$ cat config.mk
export PLATFORM = sky130hd
export DESIGN_NAME = dsi_hs_lane_rx_flat
export DESIGN_NICKNAME = d
export VERILOG_FILES = /design/src/rtl/dsi_hs_lane_rx_if.sv /design/src/rtl/dsi_hs_lane_rx.sv /design/src/flat_wrapper.sv
export SDC_FILE = /design/constraint.sdc
export NUM_CORES = 1
export LEC_CHECK = 0
export BUFFER_PORTS_ARGS = -buffer_cell sky130_fd_sc_hd__buf_2
export CAP_MARGIN = 20
export CORE_MARGIN = 2
export CORE_UTILIZATION = 45
export DETAILED_ROUTE_END_ITERATION = 6
export GPL_TIMING_DRIVEN = 0
export PLACE_DENSITY = 0.65
export SETUP_SLACK_MARGIN = 0.3
export SLEW_MARGIN = 20
export SYNTH_ARGS = -nofsm -noshare
export SYNTH_HDL_FRONTEND = slang
export SYNTH_SLANG_ARGS = --single-unit
$ cat constraint.sdc
create_clock -name clk -period 2.5 [get_ports clk]
set_input_delay 0.25 -clock clk [delete_from_list [all_inputs] [get_ports clk]]
set_output_delay 0.25 -clock clk [all_outputs]
set_load 0.02 [all_outputs]
$ cat src/rtl/dsi_hs_lane_rx_if.sv
// dsi_hs_lane_rx_if: lane-side bundle of the D-PHY HS receive lane.
// The master modport is the deserializer/LP-control side that drives the lane
// inputs and collects the aligned byte stream. The slave modport is the
// receive lane itself.
interface dsi_hs_lane_rx_if;
    logic       hs_rx_en;
    logic [7:0] serdes_data;
    logic [7:0] hs_sync_timeout;
    logic [7:0] rx_data;
    logic       rx_valid;
    logic       rx_sop;
    logic       rx_active;
    logic       sot_err;

    modport master (
        output hs_rx_en,
        output serdes_data,
        output hs_sync_timeout,
        input  rx_data,
        input  rx_valid,
        input  rx_sop,
        input  rx_active,
        input  sot_err
    );

    modport slave (
        input  hs_rx_en,
        input  serdes_data,
        input  hs_sync_timeout,
        output rx_data,
        output rx_valid,
        output rx_sop,
        output rx_active,
        output sot_err
    );
endinterface

$ cat src/rtl/dsi_hs_lane_rx.sv
// dsi_hs_lane_rx: MIPI D-PHY HS receive lane.
// Looks for the SoT sync byte at any of 8 bit offsets in a two-byte window of
// deserialized data, then emits byte-aligned payload one byte per clock until
// hs_rx_en drops. A sync pattern seen after lock is ordinary payload.
// Optional build macro: DSI_HS_RX_SOT_TOLERANT_EN -- also lock on a sync byte
// with a single bit error (flagged on sot_err); exact matches take priority.
module dsi_hs_lane_rx (
    input  logic                    clk,
    input  logic                    rst_n,
    dsi_hs_lane_rx_if.slave         rx_if
);

    localparam logic [7:0] SYNC_BYTE = 8'b1011_1000;

    typedef enum logic [1:0] {
        IDLE   = 2'd0,
        SEARCH = 2'd1,
        ACTIVE = 2'd2,
        ERROR  = 2'd3
    } state_t;

    state_t     state_q, state_d;
    logic [7:0] d0_q, d1_q;
    logic [2:0] offset_q, offset_d;
    logic [7:0] cnt_q, cnt_d;
    logic       sop_pend_q, sop_pend_d;

    logic [7:0] rx_data_q, rx_data_d;
    logic       rx_valid_q, rx_valid_d;
    logic       rx_sop_q, rx_sop_d;
    logic       rx_active_q, rx_active_d;
    logic       sot_err_q, sot_err_d;

    // Two-byte window: d1 is older, so it sits in the low (earlier) bits.
    logic [15:0] win;
    assign win = {d0_q, d1_q};

    // Per-offset exact compare of the window against the sync byte.
    logic [7:0] exact_hit;
    for (genvar k = 0; k < 8; k++) begin : g_exact
        assign exact_hit[k] = (win[k +: 8] == SYNC_BYTE);
    end

    logic       exact_any;
    logic [2:0] exact_idx;

    // Lowest matching offset wins.
    always_comb begin
        exact_any = 1'b0;
        exact_idx = 3'd0;
        for (int k = 7; k >= 0; k--) begin
            if (exact_hit[k]) begin
                exact_any = 1'b1;
                exact_idx = 3'(k);
            end
        end
    end

    logic       lock_any;
    logic [2:0] lock_idx;
    logic       lock_soft;

`ifdef DSI_HS_RX_SOT_TOLERANT_EN
    // Single-bit-error compare: the XOR with the sync byte is a power of two.
    logic [7:0] near_hit;
    for (genvar k = 0; k < 8; k++) begin : g_near
        logic [7:0] diff;
        assign diff        = win[k +: 8] ^ SYNC_BYTE;
        assign near_hit[k] = (diff != 8'd0) && ((diff & (diff - 8'd1)) == 8'd0);
    end

    logic       near_any;
    logic [2:0] near_idx;

    // Lowest offset with a one-bit error, used only when no exact match exists.
    always_comb begin
        near_any = 1'b0;
        near_idx = 3'd0;
        for (int k = 7; k >= 0; k--) begin
            if (near_hit[k]) begin
                near_any = 1'b1;
                near_idx = 3'(k);
            end
        end
    end

    assign lock_any  = exact_any | near_any;
    assign lock_idx  = exact_any ? exact_idx : near_idx;
    assign lock_soft = ~exact_any & near_any;
`else
    assign lock_any  = exact_any;
    assign lock_idx  = exact_idx;
    assign lock_soft = 1'b0;
`endif

    // Raw byte pipeline feeding the search window; runs regardless of state.
    always_ff @(posedge clk or negedge rst_n) begin
        if (!rst_n) begin
            d0_q <= 8'd0;
            d1_q <= 8'd0;
        end else begin
            d0_q <= rx_if.serdes_data;
            d1_q <= d0_q;
        end
    end

    // Next state and registered outputs; hs_rx_en low overrides every state.
    always_comb begin
        state_d    = state_q;
        offset_d   = offset_q;
        cnt_d      = cnt_q;
        sop_pend_d = sop_pend_q;
        rx_data_d  = 8'd0;
        rx_valid_d = 1'b0;
        rx_sop_d   = 1'b0;
        sot_err_d  = 1'b0;

        if (!rx_if.hs_rx_en) begin
            state_d    = IDLE;
            offset_d   = 3'd0;
            cnt_d      = 8'd0;
            sop_pend_d = 1'b0;
        end else begin
            case (state_q)
                IDLE: begin
                    state_d = SEARCH;
                    cnt_d   = rx_if.hs_sync_timeout;
                end
                SEARCH: begin
                    if (lock_any) begin
                        state_d    = ACTIVE;
                        offset_d   = lock_idx;
                        sop_pend_d = 1'b1;
                        cnt_d      = 8'd0;
                        sot_err_d  = lock_soft;
                    end else if (cnt_q == 8'd1) begin
                        // Last budgeted byte searched without a match.
                        state_d   = ERROR;
                        cnt_d     = 8'd0;
                        sot_err_d = 1'b1;
                    end else if (cnt_q != 8'd0) begin
                        // A loaded value of 0 leaves the counter parked: no timeout.
                        cnt_d = cnt_q - 8'd1;
                    end
                end
                ACTIVE: begin
                    rx_data_d  = win[offset_q +: 8];
                    rx_valid_d = 1'b1;
                    rx_sop_d   = sop_pend_q;
                    sop_pend_d = 1'b0;
                end
                ERROR: begin
                    state_d = ERROR;
                end
                default: begin
                    state_d = IDLE;
                end
            endcase
        end

        rx_active_d = (state_d == ACTIVE);
    end

    // State, alignment and output registers.
    always_ff @(posedge clk or negedge rst_n) begin
        if (!rst_n) begin
            state_q     <= IDLE;
            offset_q    <= 3'd0;
            cnt_q       <= 8'd0;
            sop_pend_q  <= 1'b0;
            rx_data_q   <= 8'd0;
            rx_valid_q  <= 1'b0;
            rx_sop_q    <= 1'b0;
            rx_active_q <= 1'b0;
            sot_err_q   <= 1'b0;
        end else begin
            state_q     <= state_d;
            offset_q    <= offset_d;
            cnt_q       <= cnt_d;
            sop_pend_q  <= sop_pend_d;
            rx_data_q   <= rx_data_d;
            rx_valid_q  <= rx_valid_d;
            rx_sop_q    <= rx_sop_d;
            rx_active_q <= rx_active_d;
            sot_err_q   <= sot_err_d;
        end
    end

    assign rx_if.rx_data   = rx_data_q;
    assign rx_if.rx_valid  = rx_valid_q;
    assign rx_if.rx_sop    = rx_sop_q;
    assign rx_if.rx_active = rx_active_q;
    assign rx_if.sot_err   = sot_err_q;

endmodule

$ cat src/flat_wrapper.sv
// flat-port wrapper written by rule: the top's interface ports become plain ports
module dsi_hs_lane_rx_flat 
  (clk, rst_n, rx_if_hs_rx_en, rx_if_serdes_data, rx_if_hs_sync_timeout, rx_if_rx_data, rx_if_rx_valid, rx_if_rx_sop, rx_if_rx_active, rx_if_sot_err);
  dsi_hs_lane_rx_if rx_if_i ();
  input  logic clk;
  input  logic rst_n;
  input wire logic [$bits(rx_if_i.hs_rx_en)-1:0] rx_if_hs_rx_en;
  input wire logic [$bits(rx_if_i.serdes_data)-1:0] rx_if_serdes_data;
  input wire logic [$bits(rx_if_i.hs_sync_timeout)-1:0] rx_if_hs_sync_timeout;
  output wire logic [$bits(rx_if_i.rx_data)-1:0] rx_if_rx_data;
  output wire logic [$bits(rx_if_i.rx_valid)-1:0] rx_if_rx_valid;
  output wire logic [$bits(rx_if_i.rx_sop)-1:0] rx_if_rx_sop;
  output wire logic [$bits(rx_if_i.rx_active)-1:0] rx_if_rx_active;
  output wire logic [$bits(rx_if_i.sot_err)-1:0] rx_if_sot_err;
  assign rx_if_i.hs_rx_en = rx_if_hs_rx_en;
  assign rx_if_i.serdes_data = rx_if_serdes_data;
  assign rx_if_i.hs_sync_timeout = rx_if_hs_sync_timeout;
  assign rx_if_rx_data = rx_if_i.rx_data;
  assign rx_if_rx_valid = rx_if_i.rx_valid;
  assign rx_if_rx_sop = rx_if_i.rx_sop;
  assign rx_if_rx_active = rx_if_i.rx_active;
  assign rx_if_sot_err = rx_if_i.sot_err;
  dsi_hs_lane_rx u_core (.clk(clk), .rst_n(rst_n), .rx_if(rx_if_i));
endmodule
Yosys cells after proc, flatten, opt, wreduce, memory -nomap -nowiden:

Cells that the tools add are included.

* eq/ne operators: 19
* reduce and logical (&&, ||, !) cells: 5
* multiplexer cells: 41
* shifts and indexed selects: 1
* add/subtract/negate cells: 1

Operators by type and width (count)
* $eq A8 B8 Y1 const B: 8
* $mux W8: 6
* $mux W3: 11
* $mux W1: 18
* $pmux W8 S2: 1
* $shiftx A16 B4 Y8: 1
* $eq A8 B1 Y1 const B: 1
* $reduce_bool A8 Y1: 1
* $sub A8 B1 Y8 const B: 1
* $eq A2 B2 Y1 const B: 3
* $mux W2: 3
* $ne A3 B1 Y1 const B: 2
* $pmux W2 S3: 1
* $reduce_and A2 Y1: 3
* $ne A5 B2 Y1 const B: 1
* $ne A2 B1 Y1 const B: 2
* $ne A3 B2 Y1 const B: 1
* $eq A2 B1 Y1 const B: 1
* $logic_not A2 Y1: 1
* $pmux W1 S2: 1

* logic and storage cells: 78
* register bits: 42
* input bits: 19
* output and inout bits: 12

Longest topological paths before layout:

* depth after elaboration: 13
* mapped depth: 7
* depth with buffers taken out: 7

Worst setup path after synthesis:

OpenSTA, ideal clock, no wires.

* path type: register to register
* from: reg u_core.cnt_q[0]
* to: reg u_core.cnt_q[1]
* arrival time: 1810 ps
* library setup time: 125 ps
* period minus slack after synthesis: 1935 ps
* path buffers: 0
* required time: 2375 ps
* stages on the path, launching flop included: 7
* path slack: 565 ps
* path through: dfrtp_1 > inv_1 > ha_1 > or3b_1 > nor3_2 > a31o_4 > mux2_4

* word-level cells in the longest chain between the ends: 6
* elaborated cells on any way between the ends: 10
* those cells by class: add/sub (1); eq/ne (2); mux (5); reduce/logical (2)

RTL lines
* from (decl): RTL line dsi_hs_lane_rx.sv:25 `logic [7:0] cnt_q, cnt_d;`
* from (signal assigned): RTL line dsi_hs_lane_rx.sv:179 `cnt_q <= cnt_d;`
* $sub A8 B1 Y8: RTL line dsi_hs_lane_rx.sv:143 `cnt_d = cnt_q - 8'd1;`
* $mux W8: RTL line dsi_hs_lane_rx.sv:141 `end else if (cnt_q != 8'd0) begin`
* $mux W8: RTL line dsi_hs_lane_rx.sv:136 `end else if (cnt_q == 8'd1) begin`
* $mux W8: RTL line dsi_hs_lane_rx.sv:130 `if (lock_any) begin`
* $pmux W8 S2: RTL line dsi_hs_lane_rx.sv:124 `case (state_q)`
* $mux W8: RTL line dsi_hs_lane_rx.sv:118 `if (!rx_if.hs_rx_en) begin`

Several ways; a longest one is shown, not always the timed one. The select of a mux whose other input is x is not followed.
A chain may end at the register's enable or synchronous reset.

Worst setup path in the final report:

* from: reg u_core.cnt_q[0]
* to: reg u_core.cnt_q[3]

The elaborated chain is that of the path after synthesis.

==> results by group <==
Place
  • Gp weighted congestion: around 0.82
  • Final HPWL DP: about 3200 um
  • Worst slack, placed: 0.363 ns
  • Port Buffers: 30

Yosys
  • Post-synth top area share: between 40 and 50%
  • Register area share after synthesis: 47.5%
  • Dominant cell type by area after synthesis: dfrtp_1
  • Post-synth EDFFs: 0
  • Post-Syn Nets: between 200 and 250
  • Post-synthesis cell count: 189
  • Mean Syn Cell Area: approximately 12 um2
  • Post-synthesis cell area: about 0.0022 mm2
  • Synthesized flop and latch total: 42
  • Top post-synthesis cells by area: dfrtp_1 48%, mux4_2 8.1%, mux2i_1 5.9%
  • Top_reg_cell synth: dfrtp_1
  • Netlist cell types: 46
  • Syn. warnings: 0
  • Synth async-reset ratio: between 90% and 100%

Clock tree
  • Hold buffers post-CTS: 0
  • CTS sink cnt: 42
  • Reg clk slew, reported paths: around 0.080 ns
  • CTS root buffer: clkbuf_8
  • Clock Latency Late Sink: ~0.3 ns
  • Num CTS Buffers: 5
  • Longest Clk Path Bufs: 2
  • CTS H-tree depth: 2
  • TritonCTS clock tree: done

STA
  • Post-route setup TNS: 0 ns
  • Final hold viol count: 0
  • F_max: approximately 0.47 GHz
  • Final hold slack: between 0.05 and 0.06 ns
  • Max-slew headroom: approximately two fifths
  • Tmin final: between 2 and 2.5 ns
  • # setup viols final: 0
  • Worst Skew: about 0.0067 ns
  • Worst Setup Slack, final: about 0.39 ns
  • Final period util: a little over four fifths
  • RSZ-0062 raised after global routing: yes
  • Worst-margin pin slew: ~0.91 ns
  • Fin. max-slew vios: 0

Global route
  • Number of global-route vias before repair: ~1600
  • Initial antenna violation count: 0
  • Global-route usage over all layers: 18.7%
  • Largest net degree at the start of global routing: 43
  • First-pass GRT wire length: 7710 um
  • Grt total ovfl: 0

Worst setup path
  • Crit path arrival time: approximately 2.3 ns
  • Worst setup EP type: register
  • Cell Chain, Critical Path: inv_1 > ha_1 > or3b_4 > nor3_4 > a31o_4 > mux2_4
  • CP peak stage delay: approximately 0.43 ns
  • Crit Path Max Fanout: 6
  • Slowest cell on crit path: dfrtp_1
  • CP top delay family: simple AND/OR/NAND/NOR gates
  • CP Class: register to register
  • CP bufs+invs: 1
  • Crit start category: register
  • CP required: between 2 and 3 ns

Die
  • Die area: ~0.0055 mm2
  • Initial Util: roughly 47%
  • Core area: approximately 0.0047 mm2
  • I/O pin count: 31
  • Die Y: 74.1 um
  • Die width: between 70 and 80 um
  • # rows: 25

Final layout
  • Share of layout cells above drive strength 1: about 29%
  • Area growth syn-to-layout: 16.1%
  • Commonest non-fill, non-tap cell in the layout: dfrtp_1
  • Nets: 248
  • Most frequent cells in the layout: 42 x dfrtp_1, 33 x buf_2, 13 x a21oi_1, 13 x mux2i_1, 12 x nor2_1
  • N_diodes: 0

Detailed routing
  • Vias/cell: between 5 and 6
  • Via count: between 1500 and 2000
  • Residual DRC: 0
  • Pre-antenna DRT Iters: 4
  • DR WL/cell: around 16 um
  • Total Routed Length: 4590 um
  • Routed Antenna Nets: 0
  • DR iter-0 viols: slightly above 90

Power
  • Pwr Density: 631 mW/mm2
  • Leak: around 1.1 nW
  • Overall Power: between 1.5 and 2 mW
  • Peak VDD IR: roughly 0.38 mV

Hold path
  • Hold Path Class: primary input to register

Run status
  • Outcome: complete, no violations

Run
  • Max Cap Viol: 0
-- cell families (layout without fill, tap and decap cells) --
logic type	count (synthesis)	after routing	share of synthesized area (%)
AND/OR/NAND/NOR	63	63	19.3
adder cells (fa/ha/maj)	2	2	1.13
buffers and inverters	15	54	2.72
AO/OA/AOI/OAI	44	44	13.9
flip-flops	42	42	47.5
multiplexers	23	23	15.4
-- cells in the mapped netlist, types with 4 or more instances --
| cell type | number |
|---|---|
| mux2i_1 | 13 |
| a21oi_1 | 13 |
| nand2_1 | 6 |
| mux4_2 | 8 |
| nor2b_1 | 6 |
| and2_1 | 4 |
| inv_1 | 7 |
| nand3_1 | 5 |
| nor2_1 | 12 |
| o21ai_1 | 4 |
| dfrtp_1 | 42 |
| nor4bb_1 | 9 |
-- flip-flops by register name, summed over array words and instances (netlist names) --
register / cells
u_core.d0_q: 8
u_core.state_q: 2
u_core.rx_if.sot_err: 1
u_core.offset_q: 3
u_core.rx_if.rx_valid: 1
u_core.sop_pend_q: 1
u_core.rx_if.rx_active: 1
u_core.rx_if.rx_data: 8
u_core.rx_if.rx_sop: 1
u_core.cnt_q: 8
u_core.d1_q: 8
-- where the power goes --
part           switching (mW)  total (mW)  leakage, nW  internal, mW
registers              0.0727       0.800        0.539         0.728
logic                   0.193       0.360        0.492         0.167
clock network           0.237       0.459       0.0472         0.222
total                   0.502        1.62         1.08          1.12
-- metal layers --
| layer | global-route usage (%) | routed length (um) | vias to the layer above |
|---|---|---|---|
| met3 | 5.69 | 213 | 4 |
| met5 | 0 | 0 | - |
| met1 | 25.7 | 2120 | 821 |
| li1 | - | - | 801 |
| met2 | 29.1 | 2230 | 47 |
| met4 | 5.25 | 34 | 0 |
-- worst paths after layout --
kind,cells past startpoint,from,slack [ns],end
worst max-delay path,6,u_core.cnt_q[0],0.39,u_core.cnt_q[3]
worst min-delay path,1,rx_if_serdes_data[3],0.05,u_core.d0_q[3]
worst max register to register,6,u_core.cnt_q[0],0.39,u_core.cnt_q[3]
worst min register to register,0,u_core.d0_q[7],0.36,u_core.d1_q[7]
max in group asynchronous,1,rst_n,1.85,u_core.d1_q[7]
min in group asynchronous,1,rst_n,0.07,u_core.cnt_q[2]
-- through the flow --
step	instances	instance area, um2	util [%]
floorplan	189	2210	-
global placement	286	2450	51.8
detailed placement	286	2450	51.8
CTS	294	2540	53.8
global route	295	2570	54.4
finish	295	2570	54.4
-- final cells by class --
class,instances,area (um2)
buffer,8,33.8
clock buffer,6,82.6
clock inverter,2,12.5
fill,428,2160
inverter,7,26.3
multi-input combinational,132,1120
sequential,42,1050
tap,67,83.8
timing repair buffer,31,158
-- timing repair --
item	in CTS	in global routing
gates resized for setup	0	4
setup endpoints to repair	0	5
setup buffers	0	1
Power figures use the tool's default switching activity.
